[src/rtl/pie_decoder.sv]
// PIE decoder: times rising-edge intervals on the synchronised line, calibrates
// from the Tari/RTcal(/TRcal) preamble and emits one strobed bit per symbol.
module pie_decoder #(
    parameter int CNT_W     = 10,
    parameter int DELIM_MIN = 15,
    parameter int DELIM_MAX = 40
) (
    input  logic             clk,
    input  logic             rst_n,
    input  logic             i_pie,
    output logic             o_bit,
    output logic             o_bit_valid,
    output logic             o_frame_start,
    output logic             o_preamble,
    output logic [CNT_W-1:0] o_trcal,
    output logic             o_frame_end,
    output logic             o_err
);

    typedef enum logic [2:0] {
        IDLE,
        DELIM,
        TARI,
        RTCAL,
        CAL3,
        DATA
    } state_t;

    localparam logic [CNT_W-1:0] CNT_MAX  = {CNT_W{1'b1}};
    localparam logic [CNT_W-1:0] CNT_ONE  = CNT_W'(1);
    localparam logic [CNT_W-1:0] D_MIN    = CNT_W'(DELIM_MIN);
    localparam logic [CNT_W-1:0] D_MAX    = CNT_W'(DELIM_MAX);
    localparam logic [CNT_W-1:0] D_MIN_M1 = CNT_W'(DELIM_MIN - 1);

    state_t state, state_d;

    logic pie_meta, pie_sync, pie_prev;
    logic rise, fall;

    logic [CNT_W-1:0] cnt;      // cycles since the last synchronised rising edge
    logic [CNT_W-1:0] low_cnt;  // cycles since the last synchronised falling edge
    logic [CNT_W-1:0] tari, tari_d;
    logic [CNT_W-1:0] rtcal, rtcal_d;
    logic [CNT_W-1:0] pivot;
    logic [CNT_W-1:0] trcal_d;
    logic [CNT_W+1:0] end_limit;

    logic bit_d, valid_d, start_d, pre_d, end_d, err_d;
    logic sat;

    // NOTE: every flop here, synchroniser included, is updated with <= so all
    // stages sample the value from before the edge; = would collapse the chain.
    always_ff @(posedge clk or negedge rst_n) begin
        if (!rst_n) begin
            pie_meta <= 1'b1;
            pie_sync <= 1'b1;
            pie_prev <= 1'b1;
        end else begin
            pie_meta <= i_pie;
            pie_sync <= pie_meta;
            pie_prev <= pie_sync;
        end
    end

    assign rise = pie_sync & ~pie_prev;
    assign fall = ~pie_sync & pie_prev;

    always_ff @(posedge clk or negedge rst_n) begin
        if (!rst_n) begin
            cnt     <= '0;
            low_cnt <= '0;
        end else begin
            if (rise)
                cnt <= CNT_ONE;
            else if (cnt != CNT_MAX)
                cnt <= cnt + CNT_ONE;

            if (fall)
                low_cnt <= CNT_ONE;
            else if (low_cnt != CNT_MAX)
                low_cnt <= low_cnt + CNT_ONE;
        end
    end

    assign pivot = {1'b0, rtcal[CNT_W-1:1]};

    // TRcal may legitimately run up to 3x RTcal with the line high for most of
    // it, so the end-of-frame timeout is stretched while waiting for it.
    assign end_limit = (state == CAL3) ? (({2'b00, rtcal} << 1) + {2'b00, rtcal})
                                       : {2'b00, rtcal};

    // In DELIM the line is low, so the low counter is the one that can run away.
    assign sat = (state == DELIM) ? (low_cnt == CNT_MAX) : (cnt == CNT_MAX);

    // NOTE: all outputs of this block get a default first, so no path can leave
    // a variable unassigned and infer a latch.
    always_comb begin
        state_d = state;
        tari_d  = tari;
        rtcal_d = rtcal;
        trcal_d = o_trcal;
        pre_d   = o_preamble;
        bit_d   = o_bit;
        valid_d = 1'b0;
        start_d = 1'b0;
        end_d   = 1'b0;
        err_d   = 1'b0;

        if (state != IDLE && sat) begin
            err_d   = 1'b1;
            state_d = IDLE;
        end else begin
            unique case (state)
                IDLE: begin
                    if (fall)
                        state_d = DELIM;
                end
                DELIM: begin
                    if (rise) begin
                        if (low_cnt >= D_MIN && low_cnt <= D_MAX) begin
                            state_d = TARI;
                        end else begin
                            err_d   = 1'b1;
                            state_d = IDLE;
                        end
                    end
                end
                TARI: begin
                    if (rise) begin
                        tari_d  = cnt;
                        state_d = RTCAL;
                    end
                end
                RTCAL: begin
                    if (rise) begin
                        rtcal_d = cnt;
                        if (cnt <= tari) begin
                            err_d   = 1'b1;
                            state_d = IDLE;
                        end else begin
                            state_d = CAL3;
                        end
                    end
                end
                CAL3, DATA: begin
                    if (rise) begin
                        state_d = DATA;
                        if (state == CAL3) begin
                            start_d = 1'b1;
                            pre_d   = (cnt > rtcal);
                        end
                        if (state == DATA || cnt <= rtcal) begin
                            valid_d = 1'b1;
                            bit_d   = (cnt >= pivot);
                        end else begin
                            trcal_d = cnt;
                        end
                    end else if (pie_sync && {2'b00, cnt} == end_limit) begin
                        end_d   = 1'b1;
                        state_d = IDLE;
                    end else if (!pie_sync && !fall && low_cnt == D_MIN_M1) begin
                        // Low has now lasted DELIM_MIN cycles: treat it as a new delimiter.
                        err_d   = 1'b1;
                        state_d = DELIM;
                    end
                end
                default: state_d = IDLE;
            endcase
        end
    end

    always_ff @(posedge clk or negedge rst_n) begin
        if (!rst_n) begin
            state         <= IDLE;
            tari          <= '0;
            rtcal         <= '0;
            o_trcal       <= '0;
            o_preamble    <= 1'b0;
            o_bit         <= 1'b0;
            o_bit_valid   <= 1'b0;
            o_frame_start <= 1'b0;
            o_frame_end   <= 1'b0;
            o_err         <= 1'b0;
        end else begin
            state         <= state_d;
            tari          <= tari_d;
            rtcal         <= rtcal_d;
            o_trcal       <= trcal_d;
            o_preamble    <= pre_d;
            o_bit         <= bit_d;
            o_bit_valid   <= valid_d;
            o_frame_start <= start_d;
            o_frame_end   <= end_d;
            o_err         <= err_d;
        end
    end

endmodule

[config.mk]
export PLATFORM = sky130hd
export DESIGN_NAME = pie_decoder
export DESIGN_NICKNAME = d
export VERILOG_FILES = /design/src/rtl/pie_decoder.sv
export SDC_FILE = /design/constraint.sdc
export NUM_CORES = 1
export LEC_CHECK = 0
export ABC_AREA = 1
export CAP_MARGIN = 10
export CELL_PAD_IN_SITES_DETAIL_PLACEMENT = 0
export CELL_PAD_IN_SITES_GLOBAL_PLACEMENT = 2
export CORE_MARGIN = 1.5
export CORE_UTILIZATION = 36
export DETAILED_ROUTE_END_ITERATION = 8
export HOLD_SLACK_MARGIN = 0.03
export PLACE_DENSITY = 0.85
export SYNTH_ARGS = -nofsm -noshare
export SYNTH_HDL_FRONTEND = slang
export SYNTH_SLANG_ARGS = --single-unit
[constraint.sdc]
create_clock -name clk -period 3.3 [get_ports clk]
set_input_delay 0.99 -clock clk [delete_from_list [all_inputs] [get_ports clk]]
set_output_delay 0.99 -clock clk [all_outputs]
set_load 0.02 [all_outputs]
==> results of run 1 <==
[Yosys cell counts, types with 2 or more instances]
| cell type | instances | area share, % |
|---|---|---|
| o21ai_0 | 33 | 3.7 |
| nand2_2 | 15 | 2.1 |
| nor4_1 | 3 | 0.42 |
| nand2_4 | 2 | 0.50 |
| a31oi_1 | 4 | 0.55 |
| o21a_1 | 2 | 0.33 |
| ha_1 | 43 | 12 |
| nand3_1 | 61 | 6.8 |
| o21ai_1 | 9 | 1.0 |
| buf_2 | 5 | 0.55 |
| a21oi_1 | 22 | 2.4 |
| o211a_1 | 2 | 0.44 |
| nand3b_1 | 3 | 0.50 |
| buf_6 | 4 | 1.0 |
| o21ai_2 | 9 | 1.7 |
| nor3_1 | 12 | 1.3 |
| o211ai_1 | 2 | 0.33 |
| nor2_1 | 45 | 3.7 |
| nand2_1 | 158 | 13 |
| inv_1 | 72 | 6.0 |
| nand4_1 | 9 | 1.2 |
| dfrtp_1 | 59 | 33 |
| inv_2 | 8 | 0.67 |
| nor3b_1 | 2 | 0.33 |
| dfstp_2 | 3 | 1.7 |
| a211oi_1 | 5 | 0.83 |
| o311ai_0 | 2 | 0.39 |
[sequential cells by signal, indices dropped and copies added, names as in the netlist]
signal and count:
cnt 10, low_cnt 10, o_trcal 10, rtcal 10
tari 10, state 3, o_bit 1, o_bit_valid 1
o_err 1, o_frame_end 1, o_frame_start 1, o_preamble 1
pie_meta 1, pie_prev 1, pie_sync 1
[how the worst max path moves through the flow]
stage              from       end  slack, ns  depth (start not counted)
6_report       rtcal[1]  state[1]       0.66                         18
5_1_grt        rtcal[1]  state[0]       0.37                         18
4_1_cts        rtcal[1]  state[1]       0.65                         18
3_5_place_dp   rtcal[1]  state[0]       0.67                         18
3_3_place_gp   rtcal[1]  state[0]       0.80                         18
2_1_floorplan  rtcal[1]  state[0]       0.98                         18
[logic make-up (layout without fill, tap and decap cells)]
logic type,Yosys count,in the layout,share of synthesized area (%)
compound gates,94,94,12.5
xor+xnor,1,1,0.194
fa+ha+maj,44,44,12.4
buf+inv,90,116,8.30
flops,62,62,34.5
simple gates,319,319,32.1
[power by group through the flow]
stage	clock, mW	combinational, mW	sequential [mW]
detailed placement	0	1.26	1.06
CTS	0.868	1.26	1.05
finish	0.851	1.26	1.06
floorplan	0	0.913	1.04
global placement	0	1.24	1.06
global route	0.905	1.46	1.08
[area by class of cell]
type / instances / share of cell area, %
tap: 168 / 4.11
clock buffer: 14 / 4.97
sequential: 62 / 30.4
inverter: 81 / 5.95
clock inverter: 2 / 0.196
timing repair buffer: 19 / 3.82
multi-input combinational: 458 / 50.5
[layer usage]
layer	track usage (%)	vias up
met5	0	-
met4	6.67	0
met3	2.53	11
met2	32.1	59
met1	27.0	1914
li1	-	2080
[through the flow]
step,instances,worst slack (ns),util [%]
after floorplan,610,0.980,-
after global placement,788,0.795,40.0
after detailed placement,788,0.665,40.0
after global routing,804,0.366,42.2
after CTS,804,0.651,42.2
final,804,0.656,42.2
==> metrics.cfg, run 1 <==
[run_status]
status = complete, no violations

[routing]
dr.pass1.iters = 5
final_antenna_net_count = 0
route.met3.wl_microns = 268
drc_errors = 0
first_iter_violations = 214
wl_met2_mm = 5.35
wl_per_cell_microns = 14.6
via_count = 4064
totalWireLength_mm = 11.8
wl_met1_mm = 5.94
viasPerCell = 5.05
routed.top_layer = met4

[sta]
rsz0062_at_grt = false
final_max_slew_viol_count = 0
period_share_pct = 80.1
relSlewSlack_pct = 49.9
hold_viol_final = 0
tightestPinTransition_ns = 0.742
fin_crit_ns = 2.64
clock.fmax_ghz = 0.378
tns_ns = 0
skew_ns = 0.00761
final-setup-viol-count = 0
hold_ws_ns = 0.354

[clock_tree]
post_cts_resized = 0
cts_sinks = 62
clockRootBuffer = clkbuf_16
postCtsSetupBuffers = 0
cts_buffers = 9
cts_buffer_depth = 2
h-tree-depth = 3
cts.clk_slew.worst_paths_ns = 0.06
cts_tree = built
clk_latency_ns = 0.33
cts_hold_buffers = 0

[logic_synthesis]
syn_area_sq_mm = 0.00451
syn_inst = 610
synth.yosys.seq_area_share_pct = 34.5
synth_edf_count = 0
synthesis.nets = 657
ys.flop_type = dfrtp_1
syn_area_per_cell_sq_um = 7.39
synth.distinct_cells = 43
ys_ff_latch = 62
yosys_warnings = 0
ys_async_sr_fraction_pct = 100

[placement]
place_congestion = 0.844
dpl_cell_area_sq_mm = 0.00484
hpwl_mm = 9.17
portBuffers = 18

[global_routing]
grt_usage_pct = 19.7
grt_max_degree = 38
grt_first_pass_wirelength_mm = 20.2
first_global_vias = 4026
grt-ovfl-total = 0
antenna_found_initial = 0

[layout]
ff_latch_area_sq_mm = 0.00156
drive_gt1_share_pct = 8.96
multi_input_area_sq_mm = 0.00258
final_common_cell = nand2_1
nFillCells = 1285
fin_nets = 678
final_cell_mix = 158 x nand2_1, 72 x inv_1, 61 x nand3_1
n_antenna_cell = 0
final_cell_area_sq_mm = 0.00511
syn_to_final_growth_pct = 13.3

[pwr]
p_per_area_mw_per_mm2 = 620
seq_power_share_pct = 33.3
p_comb_share_pct = 39.8
power_switching_share_pct = 40.8
peakVddDrop_mv = 0.472
p_switching_mw = 1.29
p_total_mw = 3.17
p_clk_share_pct = 26.9
p_int_mw = 1.87
leakage_nw = 2.49

[min_path]
min_to = pie_sync
hp-class = reg2reg
hold_path_depth = 0
worstHoldStart = pie_meta

[floorplan]
coreArea_sq_mm = 0.0121
start_util_pct = 37.2
num_rows = 40
die_h_microns = 115
die_w_microns = 115
dieArea_sq_mm = 0.0132
ioPinCount = 19

[critical_path]
crit_top_cell = nand2_1
ff2ff_path_depth = 18
slowest_stage = dfrtp_1
critPathCaptureType = flop
critPathKind = reg2reg
rrSetupSlack_ns = 0.66
critPathMaxStageDelay_ns = 0.46
path_buf_inv = 0
crit_path_start_kind = flop
r2r-start = rtcal[1]
crit_fanout = 6
worst_ep_arrival_time_ns = 2.86
required_ns = 3.52
r2r_end = state[1]
path_cells = ha_1 -> fa_1 -> nand2_1 -> nand2_1 -> nand3b_1 -> nand2_1 -> nand2_1 -> nand3_1 -> nand3_1 -> nand2_1 -> nor2_1 -> nand3_1 -> nand2_1 -> nand2_1 -> nand2_2 -> nand2_2 -> nand2_1 -> nand2_1
path_delay_family = simple AND/OR/NAND/NOR gates

[run]
drv_cap = 0

No activity file was read; power rests on OpenSTA's default activity.
==> run 2: changes to the inputs <==
Clock period 3.3 ns to 2.65 ns, I/O delays scaled along.
==> run 2 against run 1 <==
Effect of this change: sequential power increased by 23%; count of clock-buffer cells in the layout decreased by 2; register-to-register slack got worse by 0.45 ns; largest cell class unchanged.
==> metrics.cfg, run 2 (synthesis results as in run 1) <==
[critical_path]
slowest_stage = fa_2
crit_top_cell = nand2_1
critPathMaxStageDelay_ns = 0.55  ; +0.09 ns
critPathCaptureType = flop
worst_ep_arrival_time_ns = 2.71  ; -0.15 ns
r2r_end = state[0]
rrSetupSlack_ns = 0.21  ; -0.45 ns
crit_path_start_kind = flop
path_cells = ha_2 -> fa_2 -> nand3_1 -> a21oi_1 -> nor2_1 -> nand2_1 -> nor2_1 -> nand2_1 -> nor2_1 -> nand3_1 -> buf_4 -> nand2_1 -> a21oi_1 -> nand3_1 -> nand2_1
ff2ff_path_depth = 15  ; -3
r2r-start = rtcal[0]
required_ns = 2.92  ; -0.60 ns
critPathKind = reg2reg
crit_fanout = 3  ; -3

[placement]
place_congestion = 0.829  ; -1.8%
hpwl_mm = 8.97  ; -2.2%
placedCellCount = 799  ; +1.4%
portBuffers = 18  ; unchanged

[routing]
first_iter_violations = 217  ; +1.4%
wl_per_cell_microns = 14.2  ; -2.6%
viasPerCell = 4.98  ; -1.5%
via_count = 4063  ; -0.025%
dr.pass1.iters = 5  ; unchanged
final_antenna_net_count = 0  ; unchanged
totalWireLength_mm = 11.6  ; -1.2%
drc_errors = 0  ; unchanged

[layout]
ff_latch_area_sq_mm = 0.00156  ; +0.16%
final_cell_mix = 156 x nand2_1, 72 x inv_1, 59 x nand3_1
nFillCells = 1291  ; +0.47%
syn_to_final_growth_pct = 17.2
n_antenna_cell = 0  ; unchanged
stdcell_count = 816  ; +1.5%
multi_input_area_sq_mm = 0.00263  ; +1.8%
final_common_cell = nand2_1
drive_gt1_share_pct = 13.3  ; +4.3 points
final_util_pct = 43.6  ; +1.5 points
fin_nets = 690  ; +1.8%

[global_routing]
grt-ovfl-total = 0  ; unchanged
first_global_vias = 3885  ; -3.5%
grt_first_pass_wirelength_mm = 19.3  ; -4.5%
antenna_found_initial = 0  ; unchanged
grt_max_degree = 63  ; +66%
grt_usage_pct = 18.9  ; -0.81 points

[clock_tree]
cts_buffer_depth = 2  ; unchanged
cts_tree = built
clk_latency_ns = 0.33  ; about the same
cts.clk_slew.worst_paths_ns = 0.06  ; about the same
clockRootBuffer = clkbuf_16
h-tree-depth = 3  ; unchanged
cts_hold_buffers = 0  ; unchanged
cts_buffers = 9  ; unchanged
cts_sinks = 62  ; unchanged

[sta]
skew_ns = 0.00845  ; +0.000846 ns
clock.fmax_ghz = 0.409  ; +8.2%
fin_crit_ns = 2.44  ; -0.201 ns
hold_viol_final = 0  ; unchanged
tightestPinTransition_ns = 0.500  ; -0.241 ns
final-setup-viol-count = 0  ; unchanged
relSlewSlack_pct = 66.5  ; +17 points
final_max_slew_viol_count = 0  ; unchanged
period_share_pct = 92.2  ; +12 points

[min_path]
hp-class = reg2reg
worstHoldStart = pie_meta
hold_path_depth = 0  ; unchanged
min_to = pie_sync

[pwr]
peakVddDrop_mv = 0.403  ; -15%
p_per_area_mw_per_mm2 = 787  ; +27%
p_clk_share_pct = 28.9  ; +2.0 points
leakage_nw = 2.55  ; +2.6%
p_switching_mw = 1.64  ; +27%
p_int_mw = 2.52  ; +35%
p_comb_share_pct = 39.8  ; about the same
seq_power_share_pct = 31.3  ; -2.0 points
power_switching_share_pct = 39.4  ; -1.4 points

[floorplan]
die_w_microns = 115  ; unchanged
die_h_microns = 115  ; unchanged
ioPinCount = 19  ; unchanged
dieArea_sq_mm = 0.0132  ; unchanged
coreArea_sq_mm = 0.0121  ; unchanged
num_rows = 40  ; unchanged
start_util_pct = 37.2  ; unchanged

[run_status]
status = complete, no violations

[run]
drv_cap = 0  ; unchanged

-- run 2: worst max-delay path, delay by kind of cell, from the launching register on --
family | cells | cell delay [ns]
simple gates | 10 | 0.72
fa+ha+maj | 2 | 0.76
buf+inv | 1 | 0.12
compound gates | 2 | 0.37
flops | 1 | 0.40
-- run 2: worst max-delay path by stage --
stage / start / to / slack (ns) / cells after the start
after floorplan: rtcal[1] / state[0] / 0.33 / 18
after global placement: rtcal[0] / state[0] / 0.23 / 18
after detailed placement: rtcal[0] / state[1] / 0.17 / 18
after CTS: rtcal[0] / state[1] / 0.17 / 18
after global routing: rtcal[0] / state[1] / -0.02 / 18
final: rtcal[0] / state[0] / 0.21 / 15
-- run 2: repair_timing --
item,4_1_cts,5_1_grt
endpoints found under the setup margin,0,3
gates resized for setup,0,14
buffers inserted,0,1
-- run 2: power groups by stage --
stage	logic (mW)	registers [mW]	clock network, mW
after floorplan	1.14	1.29	0
after global placement	1.61	1.31	0
after detailed placement	1.63	1.31	0
after CTS	1.64	1.30	1.23
after global routing	1.90	1.33	1.28
final	1.66	1.30	1.20
-- run 2: per-stage QoR --
step,setup TNS [ns],setup slack (ns),power (mW),hold WS [ns],instance area (sq um)
after global routing,-0.0199,-0.0159,4.51,0.357,5290
after detailed placement,0,0.173,2.95,0.349,4930
after floorplan,0,0.330,2.43,0.345,4510
after global placement,0,0.231,2.92,0.346,4930
after CTS,0,0.168,4.17,0.357,5230
final,0,0.207,4.16,0.355,5290
-- run 2: cell type report --
class                           count  area share [%]
Multi-Input combinational cell    458            49.7
Sequential cell                    62            29.5
Inverter                           81            5.75
Timing Repair Buffer               31            5.40
Clock buffer                       12            4.85
Tap cell                          168            3.98
Clock inverter                      4           0.852
-- run 2: routing by layer --
metal | GRT usage (%) | up-vias | part of all wire, %
li1 | - | 2100 | -
met1 | 26.1 | 1880 | 49
met2 | 30.1 | 70 | 46
met3 | 2.95 | 13 | 3.6
met4 | 6.58 | 0 | 1.7
met5 | 0 | - | 0
==> run 3: changes to the inputs <==
Settings changed: CORE_MARGIN 1.5 to not set.
==> run 3 against run 2 <==
Effect of this change: final area shrank 0.78%; fmax grew 1.4%; die area shrank 1.7%; largest power group unchanged.
==> metrics.cfg, run 3 (synthesis results as in run 1) <==
[critical_path]
critPathCaptureType = flop
critPathMaxStageDelay_ns = 0.47  ; -0.08 ns
path_cells = ha_1 -> nand2_1 -> inv_1 -> a21oi_1 -> nand2_1 -> nand2_1 -> nand3_1 -> nand3_1 -> nand2_1 -> nor2_1 -> nand3_1 -> nand2_1 -> nand2_1 -> nand2_2 -> nand2_2 -> nand2_1 -> nand2_1
ff2ff_path_depth = 17  ; +2
cp_num_cells = 17  ; +2
path_delay_family = simple AND/OR/NAND/NOR gates
path_buf_inv = 1  ; unchanged
crit_top_cell = nand2_1
required_ns = 2.86  ; -0.06 ns
crit_fanout = 6  ; +3
crit_path_start_kind = flop
worst_ep_arrival_time_ns = 2.62  ; -0.09 ns
slowest_stage = dfrtp_1
critPathKind = reg2reg

[floorplan]
num_rows = 40  ; unchanged
die_w_microns = 114  ; -0.87%
ioPinCount = 19  ; unchanged
dieArea_sq_mm = 0.0130  ; -1.7%
die_h_microns = 114  ; -0.87%
coreArea_sq_mm = 0.0121  ; unchanged
start_util_pct = 37.2  ; unchanged

[routing]
totalWireLength_mm = 12.0  ; +2.9%
routed.top_layer = met4
route.met3.wl_microns = 499  ; +20%
viasPerCell = 5.04  ; +1.3%
wl_per_cell_microns = 14.6  ; +2.8%
wl_met2_mm = 5.51  ; +3.8%
first_iter_violations = 250  ; +15%
dr.pass1.iters = 4  ; -1
wl_met1_mm = 5.75  ; +0.98%
final_antenna_net_count = 0  ; unchanged
via_count = 4120  ; +1.4%
drc_errors = 0  ; unchanged

[clock_tree]
cts_sinks = 62  ; unchanged
cts_buffers = 9  ; unchanged
cts_buffer_depth = 2  ; unchanged
cts_tree = built
clk_latency_ns = 0.33  ; about the same
h-tree-depth = 3  ; unchanged
clockRootBuffer = clkbuf_16
cts.clk_slew.worst_paths_ns = 0.05  ; about the same
cts_hold_buffers = 0  ; unchanged

[layout]
nFillCells = 1300  ; +0.70%
stdcell_count = 817  ; +0.12%
final_common_cell = nand2_1
multi_input_area_sq_mm = 0.00260  ; -0.91%
final_util_pct = 43.3  ; -0.34 points
n_antenna_cell = 0  ; unchanged
ff_latch_area_sq_mm = 0.00156  ; -0.16%
drive_gt1_share_pct = 11.6  ; -1.7 points
final_cell_area_sq_mm = 0.00524  ; -0.78%
final_cell_mix = 158 x nand2_1, 72 x inv_1, 59 x dfrtp_1
fin_nets = 691  ; +0.14%
syn_to_final_growth_pct = 16.3

[placement]
dpl_cell_area_sq_mm = 0.00493  ; +0.15%
hpwl_mm = 9.34  ; +4.2%
place_congestion = 0.832  ; +0.40%
portBuffers = 18  ; unchanged
placedCellCount = 800  ; +0.13%

[global_routing]
grt_max_degree = 45  ; -29%
first_global_vias = 4073  ; +4.8%
grt_usage_pct = 20.1  ; +1.2 points
antenna_found_initial = 0  ; unchanged
grt_first_pass_wirelength_mm = 20.0  ; +3.8%
grt-ovfl-total = 0  ; unchanged

[sta]
period_share_pct = 90.9  ; -1.3 points
final-setup-viol-count = 0  ; unchanged
fin_crit_ns = 2.41  ; -0.0338 ns
skew_ns = 0.00690  ; -0.00155 ns
relSlewSlack_pct = 60.5  ; -6.0 points
rsz0062_at_grt = false
tightestPinTransition_ns = 0.585  ; +0.0849 ns
tns_ns = 0  ; unchanged
final_max_slew_viol_count = 0  ; unchanged
hold_viol_final = 0  ; unchanged
clock.fmax_ghz = 0.415  ; +1.4%

[pwr]
leakage_nw = 2.55  ; about the same
p_per_area_mw_per_mm2 = 787  ; about the same
p_total_mw = 4.13  ; -0.87%
peakVddDrop_mv = 0.477  ; +18%

[run_status]
status = complete, no violations

[min_path]
hold_path_depth = 0  ; unchanged
hp-class = reg2reg

[run]
drv_cap = 0  ; unchanged

run 3: layout make-up:
cell class                      instances  area share [%]
Sequential cell                        62            29.7
Clock inverter                          2           0.668
Multi-Input combinational cell        458            49.6
Clock buffer                           14            4.65
Inverter                               81            5.80
Timing Repair Buffer                   32            5.58
Tap cell                              168            4.01
run 3: worst register-to-register path: stages (launching register included):
cell     delay, ns
dfrtp_1       0.47
ha_1          0.40
nand2_1       0.14
inv_1         0.05
a21oi_1       0.22
nand2_1       0.10
nand2_1       0.06
nand3_1       0.09
nand3_1       0.09
nand2_1       0.09
nor2_1        0.09
nand3_1       0.11
nand2_1       0.07
nand2_1       0.06
nand2_2       0.09
nand2_2       0.06
nand2_1       0.05
nand2_1       0.05
run 3: through the flow:
stage                     setup slack, ns  hold WS, ns
after floorplan                     0.330        0.345
final                               0.241        0.354
after CTS                           0.161        0.355
after global placement              0.232        0.347
after global routing             0.000259        0.360
after detailed placement            0.156        0.348
run 3: report_power, final:
group	internal, mW	switching, mW
sequential	1.09	0.191
clock	0.729	0.420
combinational	0.660	1.03
total	2.48	1.64
run 3: timing repair:
item                                    4_1_cts  5_1_grt
endpoints found under the hold margin         0        0
gates resized for setup                       0        6
endpoints found under the setup margin        0        3
setup buffers                                 0        1
run 3: worst paths after layout:
| path | slack [ns] | startpoint | end |
|---|---|---|---|
| max in group asynchronous | 1.56 | rst_n | pie_meta |
| min in group asynchronous | 0.43 | rst_n | cnt[9] |
| worst max register to register | 0.24 | rtcal[5] | state[1] |
| worst min register to register | 0.35 | pie_meta | pie_sync |
| worst max-delay path | 0.24 | rtcal[5] | state[1] |
| worst min-delay path | 0.35 | pie_meta | pie_sync |
run 3: per-layer routing:
metal  track usage [%]  vias to the layer above
met5                 0                        -
met4              7.71                        0
met3              3.40                       16
met2              32.9                       62
met1              26.5                     1936
li1                  -                     2106
